$ cat src/rtl/cnt_pkg.sv
// Shared definitions for the counter family.
//   - FSM state encoding for down_counter_timer (IDLE/RUN/HOLD)
//   - CNT_WIDTH_DEF: default counter width shared with the up-counter
package cnt_pkg;

   typedef logic [1:0] cnt_state_t;

   localparam cnt_state_t ST_IDLE = 2'd0;
   localparam cnt_state_t ST_RUN  = 2'd1;
   localparam cnt_state_t ST_HOLD = 2'd2;

   localparam int CNT_WIDTH_DEF = 4;

endpackage

$ cat src/rtl/tick_prescaler.sv
// Divides the clock into one-cycle tick strobes, one every PRESCALE enabled cycles.
//   clock    in  : clock, all updates on posedge
//   clear    in  : synchronous active-high reset
//   en       in  : advance the phase counter this cycle
//   sync_clr in  : return the phase to zero (abort of a count)
//   tick     out : high on the enabled cycle where the phase wraps
// With PRESCALE=1 the phase register is constant zero and tick follows en.
module tick_prescaler #(
   parameter int PRESCALE = 1
) (
   input  logic clock,
   input  logic clear,
   input  logic en,
   input  logic sync_clr,
   output logic tick
);

   localparam int CW = (PRESCALE > 1) ? $clog2(PRESCALE) : 1;
   localparam logic [CW-1:0] LAST = CW'(PRESCALE - 1);

   logic [CW-1:0] cnt;

   assign tick = en && (cnt == LAST);

   // Phase only moves while enabled, so a pause freezes it mid-interval
   // and counting resumes from the same phase.
   always_ff @(posedge clock) begin
      if (clear || sync_clr)
         cnt <= '0;
      else if (en)
         cnt <= (cnt == LAST) ? '0 : cnt + CW'(1);
   end

endmodule

$ cat src/rtl/down_counter_timer.sv
// Loadable down-counter timer: counts Q toward zero on prescaled ticks and
// pulses done for one cycle at terminal count.
//   clock    in  : clock
//   clear    in  : synchronous active-high reset, highest priority
//   load     in  : Q <= load_val (IDLE only)
//   load_val in  : start value, WIDTH bits
//   start    in  : begin counting (IDLE only)
//   pause    in  : level, freeze count and prescaler while high
//   stop     in  : abort RUN/HOLD to IDLE, Q keeps its value
//   Q        out : current count, registered
//   busy     out : high in RUN and HOLD
//   done     out : one-cycle pulse at terminal count
// Build option AUTO_RELOAD_EN: at terminal count reload the last loaded value
// and keep running (periodic done); without it the timer is one-shot.
module down_counter_timer
   import cnt_pkg::*;
#(
   parameter int WIDTH    = CNT_WIDTH_DEF,
   parameter int PRESCALE = 1
) (
   input  logic             clock,
   input  logic             clear,
   input  logic             load,
   input  logic [WIDTH-1:0] load_val,
   input  logic             start,
   input  logic             pause,
   input  logic             stop,
   output logic [WIDTH-1:0] Q,
   output logic             busy,
   output logic             done
);

   cnt_state_t       state;
   logic             tick;
   logic             pre_en;
   logic             pre_clr;
   logic [WIDTH-1:0] start_val;

`ifdef AUTO_RELOAD_EN
   logic [WIDTH-1:0] reload;
`endif

   // Prescaler advances only in RUN with neither stop nor pause winning
   // this cycle; stop also zeroes its phase.
   assign pre_en  = (state == ST_RUN) && !stop && !pause;
   assign pre_clr = (state != ST_IDLE) && stop;

   // A same-cycle load decides start against the new value, not the old Q.
   assign start_val = load ? load_val : Q;

   assign busy = (state == ST_RUN) || (state == ST_HOLD);

   tick_prescaler #(
      .PRESCALE (PRESCALE)
   ) u_pre (
      .clock    (clock),
      .clear    (clear),
      .en       (pre_en),
      .sync_clr (pre_clr),
      .tick     (tick)
   );

   always_ff @(posedge clock) begin
      if (clear) begin
         state <= ST_IDLE;
         Q     <= '0;
         done  <= 1'b0;
`ifdef AUTO_RELOAD_EN
         reload <= '0;
`endif
      end else begin
         done <= 1'b0;
         case (state)
            ST_IDLE: begin
               if (load) begin
                  Q <= load_val;
`ifdef AUTO_RELOAD_EN
                  reload <= load_val;
`endif
               end
               if (start) begin
                  if (start_val != '0)
                     state <= ST_RUN;
                  else
                     done <= 1'b1;   // nothing to count: report expiry at once
               end
            end
            ST_RUN: begin
               if (stop)
                  state <= ST_IDLE;
               else if (pause)
                  state <= ST_HOLD;
               else if (tick) begin
                  if (Q == WIDTH'(1)) begin
                     done <= 1'b1;
`ifdef AUTO_RELOAD_EN
                     if (reload != '0)
                        Q <= reload;
                     else begin
                        Q     <= '0;
                        state <= ST_IDLE;
                     end
`else
                     Q     <= '0;
                     state <= ST_IDLE;
`endif
                  end else begin
                     // RUN is only entered with Q!=0 and leaves at Q==1,
                     // so this never passes below zero.
                     Q <= Q - WIDTH'(1);
                  end
               end
            end
            ST_HOLD: begin
               if (stop)
                  state <= ST_IDLE;
               else if (!pause)
                  state <= ST_RUN;
            end
            default: state <= ST_IDLE;
         endcase
      end
   end

endmodule

$ cat config.mk
export PLATFORM = sky130hd
export DESIGN_NAME = down_counter_timer
export DESIGN_NICKNAME = d
export VERILOG_FILES = /design/src/rtl/cnt_pkg.sv /design/src/rtl/tick_prescaler.sv /design/src/rtl/down_counter_timer.sv
export SDC_FILE = /design/constraint.sdc
export NUM_CORES = 1
export LEC_CHECK = 0
export ABC_AREA = 1
export BUFFER_PORTS_ARGS = -buffer_cell sky130_fd_sc_hd__buf_2
export CAP_MARGIN = 10
export CORE_AREA = 4 4 41 43
export CTS_CLUSTER_SIZE = 30
export DETAILED_ROUTE_END_ITERATION = 12
export DIE_AREA = 0 0 45 47
export PLACE_DENSITY = 0.65
export SYNTH_ARGS = -nofsm -noshare
export SYNTH_HDL_FRONTEND = slang
export SYNTH_SLANG_ARGS = --single-unit
$ cat constraint.sdc
create_clock -name clock -period 3.3 [get_ports clock]
set_clock_uncertainty 0.2 [all_clocks]
set_input_delay 0.33 -clock clock [delete_from_list [all_inputs] [get_ports clock]]
set_output_delay 0.33 -clock clock [all_outputs]
set_load 0.05 [all_outputs]
# Word level (Yosys, flattened, before mapping)
# Cells that the tools add are included.
dict set report totals {
  ff_bits 8
  input_bits 10
  out_inout_bits 6
  wordCells 55
}
dict set report op_classes {
  add_sub_neg 2
  n_eq_ne 11
  n_mux 23
  bitwise 1
  n_reduce_logical 14
}
# operator n
set ops {}
lappend ops {{$mux W4} 5}
lappend ops {{$mux W2} 8}
lappend ops {{$ne A2 B2 Y1 const B} 5}
lappend ops {{$pmux W4 S2} 1}
lappend ops {{$mux W1} 7}
lappend ops {{$pmux W2 S3} 1}
lappend ops {{$reduce_and A5 Y1} 1}
lappend ops {{$eq A4 B1 Y1 const B} 1}
lappend ops {{$logic_and A1 B1 Y1} 4}
lappend ops {{$ne A4 B3 Y1 const B} 1}
lappend ops {{$ne A4 B4 Y1 const B} 1}
lappend ops {{$reduce_and A4 Y1} 1}
lappend ops {{$reduce_bool A2 Y1} 2}
lappend ops {{$reduce_bool A4 Y1} 1}
lappend ops {{$sub A4 B1 Y4 const B} 1}
lappend ops {{$ne A3 B3 Y1 const B} 1}
lappend ops {{$eq A2 B1 Y1 const B} 1}
lappend ops {{$eq A2 B2 Y1 const B} 1}
lappend ops {{$logic_not A1 Y1} 2}
lappend ops {{$logic_not A2 Y1} 1}
lappend ops {{$logic_or A1 B1 Y1} 2}
lappend ops {{$pmux W1 S2} 1}
lappend ops {{$add A1 B1 Y1 const B} 1}
lappend ops {{$not A1 Y1} 1}

# Logic depth before layout (Yosys ltp)
# Gate-level depths: netlist of run 1.
dict set report logic_depth {
  word_depth 8
  depth_mapped 9
  ltp_nobuf 9
}

# Hierarchy
# A second synthesis of run 1 with hierarchy kept.
dict set report hier_totals {
  cells_unflattened 98
  hier_area_um2 611.8
}
# mod n_inst cells_per_inst area_per_inst_um2 seq_area_each_um2
set by_module_without_submodules {}
lappend by_module_without_submodules {down_counter_timer 1 97 604.3 140.1}
lappend by_module_without_submodules {tick_prescaler 1 1 7.5 0.0}

# Worst setup path before layout of run 1
# OpenSTA, ideal clock, no wires.
dict set report synth_path {
  path_kind {register to register}
  from {register Q[0]}
  to {register Q[2]}
  setup_ps 130
  arrival_time_ps 1451
  required_time_ps 2970
  setup_slack_ps 1519
  path_stages_with_launch 6
  n_path_buf 0
  synth_period_minus_slack_ps 1781
  cell_sequence {dfxtp_1 -> inv_1 -> ha_1 -> or2_2 -> nand3_1 -> a31oi_1}
}
dict set report synth_via {
  elab_chain_len 6
  word_cells_on_any_way 7
  cone_classes {1 x add/sub; 1 x eq/ne; 5 x mux}
}
# item line_no
set synth_lines {}
lappend synth_lines {{from (decl)} down_counter_timer.sv:28} ;# output logic [WIDTH-1:0] Q,
lappend synth_lines {{from (signal assigned)} down_counter_timer.sv:76} ;# Q <= load_val;
lappend synth_lines {{from (signal assigned)} down_counter_timer.sv:110} ;# Q <= Q - WIDTH'(1);
lappend synth_lines {{$sub A4 B1 Y4 or $eq A4 B1 Y1 (tied branches)} {down_counter_timer.sv:110, down_counter_timer.sv:94}}
lappend synth_lines {{$mux W4 *} down_counter_timer.sv:94} ;# if (Q == WIDTH'(1)) begin
lappend synth_lines {{$mux W4 *} down_counter_timer.sv:93} ;# else if (tick) begin
lappend synth_lines {{$mux W4 *} down_counter_timer.sv:91} ;# else if (pause)
lappend synth_lines {{$mux W4 *} down_counter_timer.sv:89} ;# if (stop)
lappend synth_lines {{$pmux W4 S2 *} down_counter_timer.sv:73} ;# case (state)
# Mark *: on every way between the ends. The rest lies on a longest branch, timed or not. The select of a mux whose other input is x is not followed.
# A chain may end at the register's enable or synchronous reset.

# Worst setup path after layout of run 1
dict set report layout_path {
  from {register state[0]}
  to {output port busy}
}
dict set report layout_via {
  elab_chain_len 2
  word_cells_on_any_way 3
  cone_classes {2 x eq/ne; 1 x reduce/logical}
}
# item line_no
set layout_lines {}
lappend layout_lines {{from (decl)} down_counter_timer.sv:33} ;# cnt_state_t state;
lappend layout_lines {{from (signal assigned)} down_counter_timer.sv:65} ;# state <= ST_IDLE;
lappend layout_lines {{from (signal assigned)} down_counter_timer.sv:83} ;# state <= ST_RUN;
lappend layout_lines {{from (signal assigned)} down_counter_timer.sv:90} ;# state <= ST_IDLE;
lappend layout_lines {{$eq A2 B1 Y1 or $eq A2 B2 Y1 (tied branches)} down_counter_timer.sv:51} ;# assign busy = (state == ST_RUN) || (state == ST_HOLD);
lappend layout_lines {{$logic_or A1 B1 Y1 *} down_counter_timer.sv:51}
lappend layout_lines {{to (decl)} down_counter_timer.sv:29} ;# output logic busy,
# Mark *: on every way between the ends. The rest lies on a longest branch, timed or not.

==> results of run 1 <==
## layer usage
metal  vias up  GRT usage, %
li1        317             -
met1       273          13.5
met2        13          26.0
met3         0          5.75
met4         0          4.68
met5         -             0
## report_power, final
group	switching [W]	leakage [nW]	internal, W
combinational	0.000291	0.282	0.000130
clock	0.0000296	0.0150	0.0000460
sequential	0.0000319	0.0579	0.000117
## worst max path at each step
stage                           to  slack (ns)  cells past startpoint
final                         busy        1.54                      3
after global routing          busy        1.46                      3
after CTS                     busy        1.52                      3
after detailed placement  state[0]        1.76                      8
after global placement        Q[2]        1.78                      6
after floorplan               Q[2]        1.52                      5
## final cells by class
type | count | share of cell area [%]
multi-input combinational | 67 | 53.4
sequential | 7 | 21.1
timing repair buffer | 15 | 11.3
inverter | 13 | 7.36
clock buffer | 4 | 3.96
tap | 15 | 2.83
## state kept, by name (all words and copies together) (netlist names)
register  flops
done          1
Q             4
state         2
## cells by family (layout without fill, tap and decap cells)
kind of cell | Yosys count | in the layout | share of synthesized area, %
simple gates | 46 | 46 | 35.0
fa+ha+maj | 6 | 6 | 13.8
compound gates | 15 | 15 | 16.4
flops | 7 | 7 | 25.8
buf+inv | 13 | 32 | 8.99
## worst max-delay path, cell delays in order (launching register included)
cell,delay [ns]
dfxtp_1,0.36
inv_1,0.09
ha_1,0.28
buf_2,0.25
## layout by cell type (no fill, tap or decap), drive strengths merged
cell / instances
ha: 6
nor2: 10
o21ai: 8
buf: 15
and2: 1
or2: 1
nand2: 26
dfxtp: 7
inv: 13
a31oi: 3
a21oi: 3
clkbuf: 4
nor3: 1
nand3: 7
o21a: 1
## metrics by stage
stage / setup slack [ns] / area, um2
4_1_cts: 1.52 / 663
5_1_grt: 1.46 / 663
6_report: 1.54 / 663
3_3_place_gp: 1.78 / 637
3_5_place_dp: 1.76 / 637
2_1_floorplan: 1.52 / 543
## synthesized netlist by cell type, types with 2 or more instances
master,count,share of area [%]
o21ai_0,6,5.5
dfxtp_1,7,26
nor2_1,10,6.9
a21oi_1,2,1.8
inv_2,2,1.4
nand2_1,25,17
a31oi_1,3,3.5
nand3_1,7,6.5
inv_1,11,7.6
ha_1,6,14
==> impl_metrics.yaml, run 1 <==
worst_setup_path:
  r2r_slack_ns: 1.75
  crit_path_end_kind: "primary output"
  path_class: "register to primary output"
  critPathLaunchType: "register"
  arrival_ns: 1.23
  r2r-end: "Q[3]"
  crit_required_ns: 2.77
  r2r-start: "state[1]"
  rr_worst_depth: 6
  path_max_fanout: 3
  startpoint: "state[0]"
route:
  ant_nets: 0
  drc_errors: 0
  vias_per_cell: 4.98
  drt-initial-drc-count: 11
  wl_met2_um: 637
  wl_per_cell_um: 10.1
  wl_um: 1220
  top_layer: "met3"
  vias: 603
  drtPass1Iterations: 4
  met1_length_um: 516
  dr_wl_met3_um: 66
timing:
  worstMarginPinSlew_ns: 0.281
  period_needed_ns: 1.76
  rsz0062_at_grt: "no"
  drv_slew: 0
  maxSlewHeadroom_pct: 81.2
  timing.final.hold_violations: 0
  setup_viol: 0
  fin_setup_tns_ns: 0
  holdWs_ns: 0.208
  min_period_over_period_pct: 53.3
  fmax_mhz: 569
final_layout:
  multi_input_area_um2: 354
  diodes: 0
  layout-drive-gt1-share_pct: 22.6
  area_growth_pct: 22.1
  stdcell_count: 121
  register_area_um2: 140
  fill_cells: 148
  nNetsFinal: 123
  fin_util_pct: 51.0
logic_synthesis:
  ys.warnings.count: 0
  ys_seq_area_share_pct: 25.8
  synth_flop_cell: "dfxtp_1"
  ys_seq_elements: 7
  syn_nets: 103
  synth_area_per_cell_um2: 6.24
  synth_cell_types: 18
  syn_inst: 87
  async_flop_share_pct: 0
  syn_area_um2: 543
  synth_edf_count: 0
global_route:
  antenna_found_initial: 0
  grt_max_degree: 9
  grt_usage_pct: 13.8
  overflow: 0
  grt_pass1_vias: 559
  grt_pass1_wl_um: 2080
worst_hold_path:
  holdPathStages: 4
  hold_path.class: "input port to register"
  hp-start: "clear"
  holdPathEnd: "state[0]"
clock_tree:
  cts.hold.buffers_added: 0
  cts_max_level: 1
  clkTransAtPathRegs_ns: 0.05
  cts_tree: "done"
  clk_latency_ns: 0.25
  root_buffer: "clkbuf_4"
  cts_inserted_buffers: 3
  cts_setup_buffers: 0
  post_cts_resized: 0
  clock_sinks: 7
  clock_path_buffers: 2
power_and_ir_drop:
  p_leak_nw: 0.355
  ir_worst_vdd_mv: 0.606
  total_power_w: 0.000645
  powerDensity_nw_per_um2: 973
floorplan:
  rows: 13
  die-area_um2: 2120
  ios: 16
  coreArea_um2: 1300
  start_util_pct: 41.7
  die_height_um: 47
  die_w_um: 45
placed_design:
  dp.cells: 117
  io_buffers: 15
  place_congestion: 0.839
  dpl.hpwl_um: 1030
run_status:
  status: "complete, no violations"
job:
  maxCapViolCount: 0
Note: power is estimated with default switching activity, not from simulation.
==> inputs of run 2 (changes only) <==
--- a/config.mk
+++ b/config.mk
@@ -12,7 +12,7 @@
 export CTS_CLUSTER_SIZE = 30
 export DETAILED_ROUTE_END_ITERATION = 12
 export DIE_AREA = 0 0 45 47
-export PLACE_DENSITY = 0.65
+export PLACE_DENSITY = 0.68
 export SYNTH_ARGS = -nofsm -noshare
 export SYNTH_HDL_FRONTEND = slang
 export SYNTH_SLANG_ARGS = --single-unit
==> constraint.sdc (replaced) <==
create_clock -name clock -period 1.6 [get_ports clock]
set_clock_uncertainty 0.2 [all_clocks]
set_input_delay 0.16 -clock clock [delete_from_list [all_inputs] [get_ports clock]]
set_output_delay 0.16 -clock clock [all_outputs]
set_load 0.05 [all_outputs]
==> run 2 against run 1 <==
  * Global-route usage rose by 0.57 points
  * Cell count is the same
  * Register-to-register slack lost 1.7 ns
  * Non-clock buffer count unchanged
  * Worst setup slack got worse by 1.5 ns
  * Total power rose by 130%
  * Clock-buffer cell count decreased by 1
  * Critical path depth unchanged
  * Clock power up 120%
  * Utilization increased by 3.9 points
  * Wire length increased by 11%
==> impl_metrics.yaml, run 2 (synthesis gave the netlist of run 1 again) <==
clock_tree:
  root_buffer: "clkbuf_4"
  cts.hold.buffers_added: 0
  cts_max_level: 1
  clock_path_buffers: 2
  cts_inserted_buffers: 3
  clkTransAtPathRegs_ns: 0.06
  cts_tree: "done"
  clock_sinks: 7
  clk_latency_ns: 0.26
worst_setup_path:
  path_class: "register to primary output"
  arrival_ns: 1.17
  path_max_fanout: 3
  crit_required_ns: 1.24
  critPathLaunchType: "register"
  crit_path_end_kind: "primary output"
power_and_ir_drop:
  ir_worst_vdd_mv: 1.11
  p_leak_nw: 0.362
  powerDensity_nw_per_um2: 2070
final_layout:
  diodes: 0
  area_growth_pct: 31.6
  mostFrequentLayoutCell: "nand2_1"
  top_register: "Q"
  final_cell_mix: "nand2_1 (25), buf_2 (14), inv_1 (10), nor2_1 (10)"
  largest_reg_flops: 4
  layout-drive-gt1-share_pct: 32.1
  final_cell_area_um2: 714
  nNetsFinal: 123
  reg_top3: "Q: 4 flops, state: 2 flops, done: 1 flops"
global_route:
  antenna_found_initial: 0
  grt_pass1_vias: 575
  grt_max_degree: 9
  overflow: 0
  grt_usage_pct: 14.3
  grt_pass1_wl_um: 2210
floorplan:
  coreArea_um2: 1300
  die_height_um: 47
  ios: 16
  die_w_um: 45
  die-area_um2: 2120
  rows: 13
  start_util_pct: 41.7
timing:
  drv_slew: 0
  period_needed_ns: 1.53
  holdWs_ns: 0.0233
  fmax_mhz: 655
  timing.final.hold_violations: 0
  maxSlewHeadroom_pct: 83.6
  worstMarginPinSlew_ns: 0.248
  setup_viol: 0
  fin_setup_tns_ns: 0
  min_period_over_period_pct: 95.4
placed_design:
  io_buffers: 15
  dpl.hpwl_um: 1040
  post_dp_cell_area_um2: 639
  place_congestion: 0.847
route:
  wl_per_cell_um: 11.2
  vias_per_cell: 5.15
  wl_um: 1360
  drt-initial-drc-count: 8
  drc_errors: 0
  ant_nets: 0
  vias: 623
  drtPass1Iterations: 4
job:
  maxCapViolCount: 0
run_status:
  status: "complete, no violations"
worst_hold_path:
  hold_path.class: "input port to register"
-- run 2: changes by cell type in the layout (fill, tap and decap cells not counted), moves of 2 or more --
cell	previous run	this run
ha_4	0	2
dfxtp_2	0	3
ha_1	6	3
dfxtp_1	7	3
-- run 2: final cells by class --
cell class | instances | area (um2)
fillers | 138 | 587
multi-input cells | 67 | 394
flip-flops and latches | 7 | 148
repair buffers | 15 | 77.6
inverters | 13 | 48.8
clock buffers | 3 | 22.5
well taps | 15 | 18.8
clock inverters | 1 | 5.00
-- run 2: final timing paths --
check / start / endpoint / slack, ns / cells past startpoint
setup / recovery: state[0] / busy / 0.07 / 3
hold / removal: clear / state[1] / 0.02 / 4
setup reg to reg: state[0] / state[0] / 0.09 / 9
hold reg to reg: Q[0] / Q[0] / 0.38 / 2
-- run 2: through the flow --
stage | util, % | std cells | setup slack (ns) | total power (W)
after global placement | 49.1 | 117 | 0.0336 | 0.00117
final | 54.9 | 121 | 0.0735 | 0.00148
after floorplan | - | 87 | 0.0321 | 0.00101
after CTS | 51.6 | 121 | 0.0505 | 0.00137
after global routing | 54.9 | 121 | -0.0442 | 0.00164
after detailed placement | 49.1 | 117 | -0.00149 | 0.00119
-- run 2: report_power, final --
group          total (W)  internal, W  leakage [nW]  switching, W
combinational   0.000979     0.000336         0.284      0.000643
clock           0.000165    0.0000917        0.0177     0.0000735
sequential      0.000334     0.000255        0.0594     0.0000789
-- run 2: critical path: stages, from the launching register on --
cell and delay [ns]:
dfxtp_4 0.37, inv_1 0.09, ha_4 0.26, buf_4 0.18
-- run 2: what timing repair did --
action,CTS,global route
setup buffers,0,0
pin swaps,0,0
setup endpoints to repair,1,6
resized for setup,2,10
-- run 2: routing by layer --
| layer | up-vias | track usage (%) | routed length [um] |
|---|---|---|---|
| met4 | 0 | 1.75 | 0 |
| met3 | 0 | 5.75 | 67 |
| met2 | 14 | 27.7 | 721 |
| met5 | - | 0 | 0 |
| li1 | 318 | - | - |
| met1 | 291 | 14.9 | 566 |
